==> config.mk <==
export PLATFORM = sky130hd
export DESIGN_NAME = seq_chunk_adder
export DESIGN_NICKNAME = d
export VERILOG_FILES = /design/src/rtl/seq_adder_pkg.sv /design/src/rtl/chunk_rca.sv /design/src/rtl/seq_chunk_adder.sv
export SDC_FILE = /design/constraint.sdc
export NUM_CORES = 1
export LEC_CHECK = 0
export ABC_AREA = 1
export ABC_CLOCK_PERIOD_IN_PS = 4340
export CAP_MARGIN = 20
export CORE_MARGIN = 4
export CORE_UTILIZATION = 35
export DETAILED_ROUTE_END_ITERATION = 6
export PLACE_DENSITY = 0.68
export REMOVE_ABC_BUFFERS = 1
export SYNTH_ARGS = -nofsm -noshare
export SYNTH_HDL_FRONTEND = slang
export SYNTH_HIERARCHICAL = 1
export SYNTH_SLANG_ARGS = --single-unit
==> constraint.sdc <==
create_clock -name clk -period 4.34 [get_ports clk]
set_input_delay 0.434 -clock clk [delete_from_list [all_inputs] [get_ports clk]]
set_output_delay 0.434 -clock clk [all_outputs]
set_load 0.02 [all_outputs]
==> src/rtl/seq_adder_pkg.sv <==
// Shared definitions for the sequential chunk adder: FSM encoding and a
// sizing helper for the slice counter.
package seq_adder_pkg;

    // FSM state encoding shared by the adder and anything that observes it.
    typedef enum logic [1:0] {
        IDLE = 2'd0,
        RUN  = 2'd1,
        DONE = 2'd2
    } state_t;

    // Width of a counter that indexes n slices; never narrower than 1 bit.
    function automatic int cnt_width(input int n);
        return (n > 1) ? $clog2(n) : 1;
    endfunction

endpackage

==> src/rtl/chunk_rca.sv <==
// Combinational ripple-carry adder for one CHUNK-bit slice. Also reports the
// carry into the slice MSB so the caller can form signed overflow.
module chunk_rca #(
    parameter int CHUNK = 4
) (
    input  logic [CHUNK-1:0] x,
    input  logic [CHUNK-1:0] y,
    input  logic             ci,
    output logic [CHUNK-1:0] s,
    output logic             co,
    output logic             c_msb_in
);

    logic [CHUNK:0] c;

    // Bit-serial ripple: c[i] is the carry into bit i.
    always_comb begin
        c    = '0;
        s    = '0;
        c[0] = ci;
        for (int i = 0; i < CHUNK; i++) begin
            s[i]   = x[i] ^ y[i] ^ c[i];
            c[i+1] = (x[i] & y[i]) | (x[i] & c[i]) | (y[i] & c[i]);
        end
    end

    assign co       = c[CHUNK];
    assign c_msb_in = c[CHUNK-1];

endmodule

==> src/rtl/seq_chunk_adder.sv <==
// Multi-cycle adder/subtractor: adds one CHUNK-bit slice per enabled cycle,
// LSB slice first, and publishes sum/cout/ovf only when the last slice is done.
//
// Handshake: start is sampled on a rising edge with en=1 while the FSM is in
// IDLE or DONE; that edge is the accept edge. busy is high while RUN, done is
// high while DONE. Results on sum/cout/ovf change only on the completion edge.
// busy=0/done=0 means IDLE, busy=1 means RUN, done=1 means DONE.
module seq_chunk_adder
    import seq_adder_pkg::*;
#(
    parameter int WIDTH = 16,
    parameter int CHUNK = 4
) (
    input  logic             clk,
    input  logic             rst,
    input  logic             en,
    input  logic             start,
    input  logic             sub,
    input  logic [WIDTH-1:0] a,
    input  logic [WIDTH-1:0] b,
    input  logic             cin,
    output logic             busy,
    output logic             done,
    output logic [WIDTH-1:0] sum,
    output logic             cout,
    output logic             ovf
);

    localparam int NCH = WIDTH / CHUNK;
    localparam int CW  = cnt_width(NCH);
    localparam logic [CW-1:0] LAST = CW'(NCH - 1);

    // Refuse to elaborate when the operand does not split into whole slices.
    generate
        if ((CHUNK < 1) || ((WIDTH % CHUNK) != 0)) begin : g_bad_chunk
            $error("seq_chunk_adder: WIDTH must be a positive multiple of CHUNK");
        end
    endgenerate

    state_t           state;
    logic [WIDTH-1:0] a_sr;
    logic [WIDTH-1:0] b_sr;
    logic [WIDTH-1:0] psum;
    logic [CW-1:0]    cnt;
    logic             carry;

    logic [CHUNK-1:0] slice_s;
    logic             slice_co;
    logic             slice_c_msb;
    logic [WIDTH-1:0] s_ext;
    logic [WIDTH-1:0] psum_next;
    logic             accept;

    chunk_rca #(.CHUNK(CHUNK)) u_rca (
        .x        (a_sr[CHUNK-1:0]),
        .y        (b_sr[CHUNK-1:0]),
        .ci       (carry),
        .s        (slice_s),
        .co       (slice_co),
        .c_msb_in (slice_c_msb)
    );

    // New slice enters at the top of the partial sum so that after NCH
    // shifts the first (LSB) slice has reached bit 0.
    always_comb begin
        s_ext              = '0;
        s_ext[CHUNK-1:0]   = slice_s;
        psum_next          = (psum >> CHUNK) | (s_ext << (WIDTH - CHUNK));
    end

    assign accept = en && start && ((state == IDLE) || (state == DONE));

    // FSM, datapath shift registers and registered outputs; en=0 freezes all.
    always_ff @(posedge clk) begin
        if (rst) begin
            state <= IDLE;
            a_sr  <= '0;
            b_sr  <= '0;
            psum  <= '0;
            cnt   <= '0;
            carry <= 1'b0;
            busy  <= 1'b0;
            done  <= 1'b0;
            sum   <= '0;
            cout  <= 1'b0;
            ovf   <= 1'b0;
        end else if (en) begin
            if (accept) begin
                a_sr  <= a;
                b_sr  <= sub ? ~b : b;
                carry <= sub ? 1'b1 : cin;
                cnt   <= '0;
                state <= RUN;
                busy  <= 1'b1;
                done  <= 1'b0;
            end else begin
                case (state)
                    RUN: begin
                        a_sr  <= a_sr >> CHUNK;
                        b_sr  <= b_sr >> CHUNK;
                        psum  <= psum_next;
                        carry <= slice_co;
                        if (cnt == LAST) begin
                            cnt   <= '0;
                            state <= DONE;
                            busy  <= 1'b0;
                            done  <= 1'b1;
                            sum   <= psum_next;
                            cout  <= slice_co;
                            ovf   <= slice_c_msb ^ slice_co;
                        end else begin
                            cnt <= cnt + 1'b1;
                        end
                    end
                    DONE: begin
                        state <= IDLE;
                        done  <= 1'b0;
                    end
                    default: begin
                        state <= IDLE;
                        busy  <= 1'b0;
                        done  <= 1'b0;
                    end
                endcase
            end
        end
    end

endmodule

Yosys cells after proc, flatten, opt, wreduce, memory -nomap -nowiden --
Cells that the tools add are included.
Word-level totals: register bits 73, latch bits 0, memory bits (writable) 0, memory bits (read-only) 0, bits of input ports 38, output and inout bits 20, word-level logic and storage cells 79, memories kept 0
Cells by class: add/subtract/negate cells 1, multipliers 0, divide/modulo/power cells 0, order comparisons 0, equal/unequal tests 5, shifts and indexed selects 0, multiplexer cells 20, bitwise operators 32, reductions and logical operators 10
Operators by type and width (count):
- $mux W16 | 5
- $not A16 Y16 | 1
- $or A12 B16 Y16 | 1
- $and A1 B1 Y1 | 12
- $mux W2 | 6
- $xor A1 B1 Y1 | 9
- $mux W1 | 8
- $or A1 B1 Y1 | 8
- $reduce_and A3 Y1 | 2
- $eq A2 B2 Y1 const B | 2
- $reduce_and A2 Y1 | 2
- $reduce_and A4 Y1 | 1
- $ne A3 B3 Y1 const B | 1
- $add A2 B1 Y2 const B | 1
- $eq A2 B1 Y1 const B | 1
- $logic_and A1 B1 Y1 | 2
- $logic_not A2 Y1 | 1
- $ne A2 B2 Y1 const B | 1
- $pmux W1 S2 | 1
- $reduce_bool A2 Y1 | 1
- $logic_or A1 B1 Y1 | 1
- $not A1 Y1 | 1

Logic depth before layout (Yosys ltp) --
Gate-level depths: netlist of run 1.
word-level depth 14, depth in mapped cells 12, depth with buffers taken out 12

By module --
The synthesis of run 1 kept the hierarchy.
By module, submodules not included:
- seq_chunk_adder | times used 1, cells an instance 448, area each 3119.2 sq um, sequential area each 1361.3 sq um
- chunk_rca | times used 1, cells an instance 14, area each 117.6 sq um, sequential area each 0.0 sq um

Worst setup path before layout of run 1 --
OpenSTA, ideal clock, no wires.
path kind reg-to-reg, start point reg b_sr[0], end point reg sum[15], setup time 0.070 ns, data arrival time 2.017 ns, required time 4.270 ns, setup slack 2.253 ns, cell stages (with the launch flop) 11, path buffers 0, period minus slack after synthesis 2.087 ns, cell sequence dfxtp_1 inv_1 fa_1 inv_1 fa_1 fa_1 inv_1 fa_1 inv_1 nand2_1 a21oi_1
Between the ends: cells in the longest elaborated chain, start to end 11, elaborated cells between the ends (all ways) 14, those cells by class bitwise: 14
RTL lines:
- start: declaration | line seq_chunk_adder.sv:42 | logic [WIDTH-1:0] b_sr;
- start signal: assignment | line seq_chunk_adder.sv:90 | b_sr <= sub ? ~b : b;
- start signal: assignment | line seq_chunk_adder.sv:100 | b_sr <= b_sr >> CHUNK;
- $and A1 B1 Y1 | line chunk_rca.sv:23 | c[i+1] = (x[i] & y[i]) | (x[i] & c[i]) | (y[i] & c[i]);
- $or A1 B1 Y1 | line chunk_rca.sv:23
- $or A1 B1 Y1 * | line chunk_rca.sv:23
- $and A1 B1 Y1 | line chunk_rca.sv:23
- $or A1 B1 Y1 | line chunk_rca.sv:23
- $or A1 B1 Y1 * | line chunk_rca.sv:23
- $and A1 B1 Y1 | line chunk_rca.sv:23
- $or A1 B1 Y1 | line chunk_rca.sv:23
- $or A1 B1 Y1 * | line chunk_rca.sv:23
- net slice_c_msb | line seq_chunk_adder.sv:49 | logic slice_c_msb;
- $xor A1 B1 Y1 * | line chunk_rca.sv:22 | s[i] = x[i] ^ y[i] ^ c[i];
- net slice_s[3] | line seq_chunk_adder.sv:47 | logic [CHUNK-1:0] slice_s;
- $or A12 B16 Y16 * | line seq_chunk_adder.sv:68 | psum_next = (psum >> CHUNK) | (s_ext << (WIDTH - CHUNK));
- end signal: assignment | line seq_chunk_adder.sv:108 | sum <= psum_next;
- end: declaration | line seq_chunk_adder.sv:24 | output logic [WIDTH-1:0] sum,
Mark *: on every way through the listed nets, which the timed path passes. The rest lies on a longest branch. A chain may end at the register's enable or synchronous reset.

Worst setup path in the final report of run 1 --
start point reg a_sr[0], end point reg sum[15]
Between the ends: cells in the longest elaborated chain, start to end 11, elaborated cells between the ends (all ways) 14, those cells by class bitwise: 14
RTL lines:
- start: declaration | line seq_chunk_adder.sv:41 | logic [WIDTH-1:0] a_sr;
- start signal: assignment | line seq_chunk_adder.sv:99 | a_sr <= a_sr >> CHUNK;
- $and A1 B1 Y1 | line chunk_rca.sv:23
- $or A1 B1 Y1 * (2 in a row) | line chunk_rca.sv:23
- $and A1 B1 Y1 | line chunk_rca.sv:23
- $or A1 B1 Y1 | line chunk_rca.sv:23
- $or A1 B1 Y1 * | line chunk_rca.sv:23
- $and A1 B1 Y1 | line chunk_rca.sv:23
- $or A1 B1 Y1 | line chunk_rca.sv:23
- $or A1 B1 Y1 * | line chunk_rca.sv:23
- net slice_c_msb | line seq_chunk_adder.sv:49
- $xor A1 B1 Y1 * | line chunk_rca.sv:22
- net slice_s[3] | line seq_chunk_adder.sv:47
- $or A12 B16 Y16 * | line seq_chunk_adder.sv:68
Marks and branches as above.

==> key figures, run 1 <==
Timing
  – Final hold viol count: 0
  – Clock Skew: 0.00742 ns
  – Fmax: between 400 and 500 MHz
  – Slew @ Worst Pin: 0.721 ns
  – Tmin final: ~2.2 ns
  – Setup TNS Final: 0 ns
  – Final Cycle Share: between 50% and 60%
  – Final setup viols: 0
  – WHS: roughly 0.46 ns
  – Max-slew violations: 0
  – RSZ-0062 raised after global routing: false
  – Slew margin rel.: 51.8%

Layout
  – Commonest non-fill, non-tap cell in the layout: nand2_1
  – Nets: 551
  – Syn-to-layout area delta: 22.0%
  – Ant. Diodes: 0
  – Multi-input gate area: 1520 sq um
  – Most frequent cells in the layout: nand2_1, nor2_1, dfxtp_1
  – Fillers: a little over 900
  – Fraction of layout cells with a size suffix above 1: a little under a tenth
  – Register Area: 1360 sq um

Clocking
  – Clock slew seen by the registers of the worst setup and hold paths: about 0.070 ns
  – CTS sink count: about 70
  – Post-CTS Hold Buffers: 0
  – CTS HTree Levels: 3
  – CTS Buf Count: 9
  – Post-CTS Setup Repair Bufs: 0
  – Longest Clk Path Bufs: 2
  – Clock Latency Late Sink: between 0.3 and 0.4 ns
  – CTS tree: yes
  – CTS root buf: clkbuf_8
  – PostCTS Resize Cnt: 0

Routing
  – First-pass iteration count of the detailed router: 4
  – DR iter-0 viols: between 100 and 150
  – Final WL: 7.05 mm
  – Via density per instance: 4.50
  – Total number of vias: between 2000 and 3000
  – DRC viols: 0
  – Final ANT Viol Nets: 0
  – Routed len/inst: ~11 um

Setup path
  – Startpoint types: flop
  – CP Class: flop to flop
  – Critical path fanouts, max: 2
  – Worst setup EP type: flop
  – Arrival @ worst endpoint: 2.51 ns
  – Worst path required time: ~4.6 ns

Floorplanning
  – Die Ht: about 100 um
  – Area of the core: 8850 sq um
  – Die W: 104 um
  – Num rows: 34
  – Initial Util: between 30% and 40%
  – Die area: about 11000 sq um
  – Ports: between 50 and 60

Synthesis
  – Post-synthesis cell count: 462
  – Post-synthesis sequential area ratio: a little over two fifths
  – Synth cell types: 27
  – Post-Synthesis Cell Area: ~3200 sq um
  – Post-synthesis average cell area: around 7.0 sq um
  – Ys Warns: 6
  – Seq cells post-synth: 68

GRT
  – Antenna violations before repair: 0
  – GRT met3 Usage: 3.79%
  – Grt ovf: 0
  – Largest net degree at the start of global routing: 50
  – Met2 Usage GRT: 23.0%
  – Gr usage total: a little over an eighth
  – First-pass GRT wire length: about 12 mm
  – Vias in the first global route: around 2600
  – GRT met1 Usage: between 10% and 20%
  – Grt peak-use layer: met2

Power and ir drop
  – P_sw: roughly 340 uW
  – Combinational power share: between 10% and 20%
  – Internal: a little over 900 uW
  – Leakage: 1.70 nW
  – Seq pwr share: between 50% and 60%
  – Net Sw Frac: a little over a quarter
  – Clock power share: between 30% and 40%
  – Tot Pwr: roughly 1.3 mW
  – Maximum VDD drop: around 0.17 mV
  – Pwr dens: roughly 320 nW/um^2

Place
  – Dpl hpwl: 4.79 mm
  – Port-buffer cells: 57
  – Gp weighted congestion: 0.733

Status
  – Status: finished, final reports clean

Hold path
  – Worst Hold Class: flop to flop

Run
  – Max_cap viols: 0
[synthesized netlist by cell type, drive strengths merged]
cell,instances,area (sq um)
o21ai,17,85.1
ha,1,12.5
a21oi,27,173
or2,1,6.26
inv,47,181
clkbuf,7,26.3
buf,17,153
nand4,1,6.26
o211ai,4,30.0
nor2,114,443
xor2,5,43.8
dfxtp,68,1360
fa,4,80.1
nand3,21,123
nand2,128,513
[layout make-up]
| type | instances | area share (%) |
|---|---|---|
| clock inverter | 6 | 0.982 |
| timing repair buffer | 59 | 14.7 |
| tap | 108 | 3.42 |
| inverter | 47 | 4.59 |
| sequential | 68 | 34.5 |
| clock buffer | 10 | 3.48 |
| multi-input combinational | 323 | 38.4 |
[sequential cells by signal, summed over array words and instances (netlist names)]
name,flops
b_sr,16
ovf,1
busy,1
done,1
carry,1
sum,16
cnt,2
cout,1
psum,12
a_sr,16
state,1
[worst max-delay path, stage by stage, from the launching register on]
cell	delay, ns
dfxtp_1	0.31
inv_1	0.07
fa_1	0.16
inv_1	0.05
fa_1	0.38
fa_1	0.42
inv_1	0.09
fa_1	0.40
inv_1	0.08
nand2_1	0.05
a21oi_1	0.15
[power groups by stage]
stage                     Clock [mW]  Sequential (mW)  Combinational, mW
after floorplan                    0            0.670             0.0838
after detailed placement           0            0.673              0.154
after CTS                      0.476            0.658              0.155
final                          0.466            0.658              0.153
after global routing           0.504            0.661              0.174
after global placement             0            0.672              0.152
[through the flow]
stage | utilization [%] | setup WS, ns | cell area, sq um | instances
finish | 44.6 | 2.10 | 3950 | 621
global route | 44.6 | 1.95 | 3950 | 621
CTS | 44.6 | 2.07 | 3950 | 621
detailed placement | 42.6 | 1.79 | 3770 | 605
global placement | 42.6 | 1.89 | 3770 | 605
floorplan | - | 2.24 | 3060 | 438
[worst paths after layout]
| check | endpoint | cells after the start | from | slack (ns) |
|---|---|---|---|---|
| setup / recovery | sum[15] | 10 | a_sr[0] | 2.10 |
| hold / removal | b_sr[12] | 2 | b_sr[12] | 0.46 |
| setup reg to reg | sum[15] | 10 | a_sr[0] | 2.10 |
| hold reg to reg | b_sr[12] | 2 | b_sr[12] | 0.46 |
[routing by layer]
layer	vias to the layer above	wire length, um
met4	0	121
met5	-	0
met1	1229	3230
li1	1494	-
met3	12	362
met2	60	3340
[cell families (layout without fill, tap and decap cells)]
family          Yosys count  in the layout  share of synthesized area, %
flops                    68             68                          42.1
xor+xnor                  5              5                          1.35
buf+inv                  71            122                          11.1
compound gates           48             48                          8.89
fa+ha+maj                 5              5                          2.86
simple gates            265            265                          33.7
No activity file was read; power rests on OpenSTA's default activity.
==> run 2, diff against run 1 <==
- ABC_CLOCK_PERIOD_IN_PS: 4340 -> 2200
- clock period: 4.34 -> 2.2 ns (I/O delays scaled with it)
==> key figures, run 2 (synthesis results as in run 1) <==
Layout
  – Most frequent cells in the layout: nand2_1, nor2_1, dfxtp_1 (unchanged)
  – Commonest non-fill, non-tap cell in the layout: nand2_1 (unchanged)
  – Final Cell Area: 4110 sq um (was 3950 sq um)
  – Ant. Diodes: 0 (unchanged)
  – Regs by FF count: a_sr (16), b_sr (16), sum (16) (unchanged)
  – Fraction of layout cells with a size suffix above 1: 13.1% (was 9.36%)
  – Post-Layout Cell Count: 628 (was 621)
  – Syn-to-layout area delta: 27.1% (was 22.0%)
  – Fillers: 913 (was 930)
  – Nets: 558 (was 551)
  – Post-layout util: 46.5% (was 44.6%)

Power and ir drop
  – Pwr dens: 709 nW/um^2 (was 323 nW/um^2)
  – Maximum VDD drop: 0.410 mV (was 0.171 mV)
  – Combinational power share: 10.9% (was 12.0%)
  – Clock power share: 44.5% (was 36.5%)
  – Net Sw Frac: 23.4% (was 26.9%)
  – Internal: 2.23 mW (was 933 uW)
  – P_sw: 681 uW (was 343 uW)
  – Seq pwr share: 44.6% (was 51.5%)
  – Leakage: 1.77 nW (was 1.70 nW)
  – Tot Pwr: 2.92 mW (was 1.28 mW)

GRT
  – First-pass GRT wire length: 11.6 mm (was 11.7 mm)
  – Largest net degree at the start of global routing: 37 (was 50)
  – Grt ovf: 0 (unchanged)
  – Antenna violations before repair: 0 (unchanged)
  – Vias in the first global route: 2645 (was 2609)
  – Gr usage total: 13.1% (was 13.0%)

Routing
  – DRC viols: 0 (unchanged)
  – Routed len/inst: 11.3 um (was 11.4 um)
  – First-pass iteration count of the detailed router: 5 (was 4)
  – Final ANT Viol Nets: 0 (unchanged)
  – DR iter-0 viols: 116 (was 115)
  – Total number of vias: 2857 (was 2795)
  – Via density per instance: 4.55 (was 4.50)
  – Final WL: 7.09 mm (was 7.05 mm)

Timing
  – Setup TNS Final: -0.0333 ns (was 0 ns)
  – Slew margin rel.: 62.4% (was 51.8%)
  – Final setup viols: 2 (was 0)
  – Tmin final: 2.22 ns (was 2.24 ns)
  – WHS: 0.271 ns (was 0.464 ns)
  – Max-slew violations: 0 (unchanged)
  – Final hold viol count: 0 (unchanged)
  – Slew @ Worst Pin: 0.563 ns (was 0.721 ns)
  – Setup WS post-layout: -0.0231 ns (was 2.10 ns)
  – Final Cycle Share: 101% (was 51.6%)
  – Clock Skew: 0.00721 ns (was 0.00742 ns)
  – RSZ-0062 raised after global routing: true (was false)
  – Fmax: 450 MHz (was 447 MHz)

Floorplanning
  – Initial Util: 36.6% (unchanged)
  – Die W: 104 um (unchanged)
  – Num rows: 34 (unchanged)
  – Ports: 58 (unchanged)
  – Die Ht: 104 um (unchanged)
  – Area of the core: 8850 sq um (unchanged)
  – Die area: 10900 sq um (unchanged)

Place
  – Gp weighted congestion: 0.776 (was 0.733)
  – DP Worst Slack: -0.0592 ns (was 1.79 ns)
  – Cell Area, Placed: 3830 sq um (was 3770 sq um)
  – Dpl hpwl: 4.93 mm (was 4.79 mm)
  – Port-buffer cells: 57 (unchanged)
  – Dpl cells: 611 (was 605)

Clocking
  – CTS root buf: clkbuf_8 (unchanged)
  – CTS Buf Count: 9 (unchanged)
  – Longest Clk Path Bufs: 2 (unchanged)
  – CTS tree: yes (unchanged)
  – Clock slew seen by the registers of the worst setup and hold paths: 0.07 ns (about the same)
  – Clock Latency Late Sink: 0.35 ns (about the same)
  – Post-CTS Hold Buffers: 0 (unchanged)
  – CTS HTree Levels: 3 (unchanged)
  – CTS sink count: 68 (unchanged)

Setup path
  – Worst path required time: 2.48 ns (was 4.61 ns)
  – Critical-path cell list: inv_1 > fa_2 > inv_2 > fa_2 > fa_2 > inv_2 > fa_1 > inv_2 > nand2_1 > a21oi_1 (was inv_1 > fa_1 > inv_1 > fa_1 > fa_1 > inv_1 > fa_1 > inv_1 > nand2_1 > a21oi_1)
  – Arrival @ worst endpoint: 2.50 ns (was 2.51 ns)
  – CP Class: flop to flop (unchanged)
  – Critical path fanouts, max: 2 (unchanged)
  – CP max-delay cell: fa_2 (was fa_1)
  – CP max stage delay: 0.42 ns (about the same)
  – Startpoint types: flop (unchanged)
  – Worst setup EP type: flop (unchanged)

Status
  – Violated checks: setup timing
  – Status: complete, but fails checks (was finished, final reports clean)

Hold path
  – Worst Hold Class: input port to flop (was flop to flop)

Run
  – Max_cap viols: 0 (unchanged)
-- run 2: changes by cell type in the layout (fill, tap and decap cells not counted), sizes merged --
cell	delta
buf	+7
clkinv	-3
clkbuf	+1
bufinv	+3
clkinvlp	-1
-- run 2: power groups by stage --
stage | Sequential [mW] | Clock, mW | Combinational (mW)
floorplan | 1.32 | 0 | 0.165
global placement | 1.33 | 0 | 0.307
detailed placement | 1.33 | 0 | 0.312
CTS | 1.30 | 1.33 | 0.315
global route | 1.30 | 1.38 | 0.356
finish | 1.30 | 1.30 | 0.316
-- run 2: timing repair --
item                       CTS  global route
pin swaps                    0             6
setup endpoints to repair    3             4
buffers inserted             1             0
gates resized for setup      1            12
-- run 2: path summary, 6_finish.rpt --
| path | to | start | depth (start not counted) | slack, ns |
|---|---|---|---|---|
| min | psum[5] | rst | 2 | 0.27 |
| max | sum[15] | carry | 10 | -0.02 |
| max reg2reg | sum[15] | carry | 10 | -0.02 |
| min reg2reg | a_sr[14] | a_sr[14] | 2 | 0.47 |
-- run 2: cell type report --
cell class	instances	area (sq um)	area share, %
Tap cell	108	135	3.29
Timing Repair Buffer	66	646	15.7
Multi-Input combinational cell	323	1530	37.2
Clock buffer	11	151	3.68
Inverter	47	181	4.41
Sequential cell	68	1360	33.2
Clock inverter	5	106	2.59
-- run 2: critical path: cells and delay by family, from the launching register on --
kind                       cells  cell delay (ns)
AOI/OAI and AO/OA              1             0.13
adders and majority gates      4             1.39
buffers and inverters          4             0.24
and+or+nand+nor                1             0.06
DFF                            1             0.33
-- run 2: per-layer routing --
layer | global-route usage [%] | vias to the layer above | share of wire [%]
li1 | - | 1509 | -
met1 | 15.0 | 1261 | 45
met2 | 23.2 | 81 | 49
met3 | 4.72 | 6 | 6.0
met4 | 2.94 | 0 | 0.30
met5 | 0 | - | 0
==> run 3, diff against run 2 <==
- TNS_END_PERCENT: unset -> 100
==> results of run 3 <==
Same layout as run 2: the final DEF is identical, and so are final timing and power.
==> patch: new RTL, settings of run 2 <==
`CHUNK` is set to 4 in 2 places; all go to 8.
--- a/src/rtl/chunk_rca.sv
+++ b/src/rtl/chunk_rca.sv
@@ -3,3 +3,3 @@
 module chunk_rca #(
-    parameter int CHUNK = 4
+    parameter int CHUNK = 8
 ) (
--- a/src/rtl/seq_chunk_adder.sv
+++ b/src/rtl/seq_chunk_adder.sv
@@ -11,3 +11,3 @@
     parameter int WIDTH = 16,
-    parameter int CHUNK = 4
+    parameter int CHUNK = 8
 ) (
Formal check against the unedited RTL: not equivalent (Yosys sat finds a counterexample within 4 cycles, from zero or initial values and one cycle with rst high).
==> patch against run 2 <==
The flow still finishes with violations (setup timing). Total power down 18%. Sequential share of layout area grew 0.66 points. Critical path depth up 4. Worst setup slack worse by 1.3 ns. Routed wire length shrank 5.5%. Cell area fell by 9.2%. Via count shrank 12%. Clock power shrank 32%. Area after synthesis is 11% lower. Global-route usage rose by 1.4 points. Synthesized cell count is 12% lower. Sequential cell count down 5. Critical path type unchanged.
==> patch: results (changes against run 2) <==
route:
  wire_per_inst_um: 11.8  # +4.3%
  routed_wl_mm: 6.70  # -5.5%
  vias: 2527  # -12%
synth:
  synth_area_leaders: "dfxtp_1 (44%), nand2_1 (14%), nor2_1 (11%), fa_1 (5.5%), inv_1 (4.8%)"
  synth-compound-area-share_pct: 8.19  # -0.70 points
  ys_top_cells_by_count: "nand2_1 (110), nor2_1 (82), dfxtp_1 (63), inv_1 (37), a21oi_1 (27)"
  ys_seq_area_share_pct: 43.7  # +1.6 points
  avgSynthCellArea_um2: 7.13  # +1.8%
worst_setup_path:
  rr_worst_depth: 14  # +4
  crit_arrival_ns: 3.78  # +1.28 ns
  r2r-start: "b_sr[0]"
  cp_slowest_cell: "fa_1"
cells_and_area:
  n_fill_cell: 799  # -12%
  fin_nets: 508  # -9.0%
  drive_above_1_share_pct: 11.1  # -1.9 points
global_route:
  grt_pass1_wl_mm: 11.2  # -3.3%
  grt_pass1_vias: 2438  # -7.8%
place:
  postPlaceCellArea_um2: 3540  # -7.6%
  dpl.hpwl_mm: 4.69  # -4.8%
  dp.cells: 553  # -9.5%
  pre_cts_slack_ns: -1.61  # -1.55 ns
run_status:
  run_status: "finished with violations"
  violations: "setup timing"
power_and_ir_drop:
  leakagePower_uw: 0.00157  # -11%
  vdd_drop_max_mv: 0.303  # -26%
  internal_power_uw: 1750  # -22%
hold_path:
  hold-path-cell-count: 4  # +2
timing:
  setup_viol: 11  # +9
  worst_slew_pin_slew_ns: 0.527  # -0.0363 ns
  finalWorstSetupSlack_ns: -1.30  # -1.28 ns
  fin_skew_ns: 0.00575  # -0.00146 ns
cts:
  post-cts-setup-buffer-count: 0  # -1
==> patch: changes by cell type after synthesis, moves of 7 or more <==
| cell | delta |
|---|---|
| nor2_1 | -30 |
| a21oi_1 | +10 |
| nand2_2 | -10 |
| o21ai_0 | -8 |
| a21oi_2 | -7 |
| inv_1 | -7 |
| nand2_1 | -7 |
==> patch: worst register-to-register path, cell delays in order (launching register included) <==
cell and delay, ns:
dfxtp_2 0.33, inv_2 0.05, fa_1 0.16, inv_1 0.05, fa_2 0.34, fa_2 0.35, fa_2 0.35, fa_2 0.35
fa_2 0.36, fa_2 0.37, inv_2 0.07, fa_1 0.41, inv_2 0.06, nand2_1 0.06, a21oi_2 0.13
==> patch: through the flow <==
step	util, %	total power, uW	setup TNS [ns]	hold slack (ns)
6_report	47.4	2390	-9.40	0.371
5_1_grt	47.4	2510	-10.42	0.402
4_1_cts	47.3	2420	-9.57	0.356
3_5_place_dp	44.9	1530	-12.10	0.449
3_3_place_gp	44.9	1520	-11.35	0.448
2_1_floorplan	-	1370	-10.03	0.282
==> patch: logic make-up after synthesis <==
family | Yosys count
AO/OA/AOI/OAI | 45
buffers and inverters | 60
adder cells (fa/ha/maj) | 8
XOR/XNOR | 9
flip-flops | 63
AND/OR/NAND/NOR | 220
==> patch: per-layer routing <==
layer / track usage (%) / part of all wire, % / vias up
met5: 0 / 0 / -
met4: 6.30 / 1.9 / 0
met3: 4.53 / 5.5 / 11
met2: 23.3 / 46 / 50
met1: 17.7 / 47 / 1115
li1: - / - / 1351
==> patch: what timing repair did <==
item                       CTS  global route
pin swaps                    2             2
setup endpoints to repair   11            11
cloned                       0             0
resized for setup            8             6
==> patch: power by group through the flow <==
stage | registers [uW] | clock network (uW) | logic [uW]
2_1_floorplan | 1230 | 0 | 146
3_3_place_gp | 1230 | 0 | 291
3_5_place_dp | 1230 | 0 | 295
4_1_cts | 1210 | 910 | 299
5_1_grt | 1210 | 956 | 337
6_report | 1210 | 884 | 297
==> patch: layout make-up <==
class / instances / area share (%)
Clock buffer: 11 / 3.78
Clock inverter: 5 / 0.904
Inverter: 41 / 4.12
Multi-Input combinational cell: 282 / 37.2
Sequential cell: 63 / 33.8
Tap cell: 102 / 3.42
Timing Repair Buffer: 65 / 16.7
==> patch: how the worst max path moves through the flow <==
stage | from | endpoint | slack (ns) | depth (start not counted)
3_3_place_gp | b_sr[0] | sum[15] | -1.52 | 14
5_1_grt | b_sr[0] | sum[15] | -1.40 | 14
2_1_floorplan | b_sr[0] | sum[15] | -1.43 | 14
4_1_cts | a_sr[0] | sum[15] | -1.31 | 14
3_5_place_dp | b_sr[0] | sum[15] | -1.61 | 14
6_report | b_sr[0] | sum[15] | -1.30 | 14
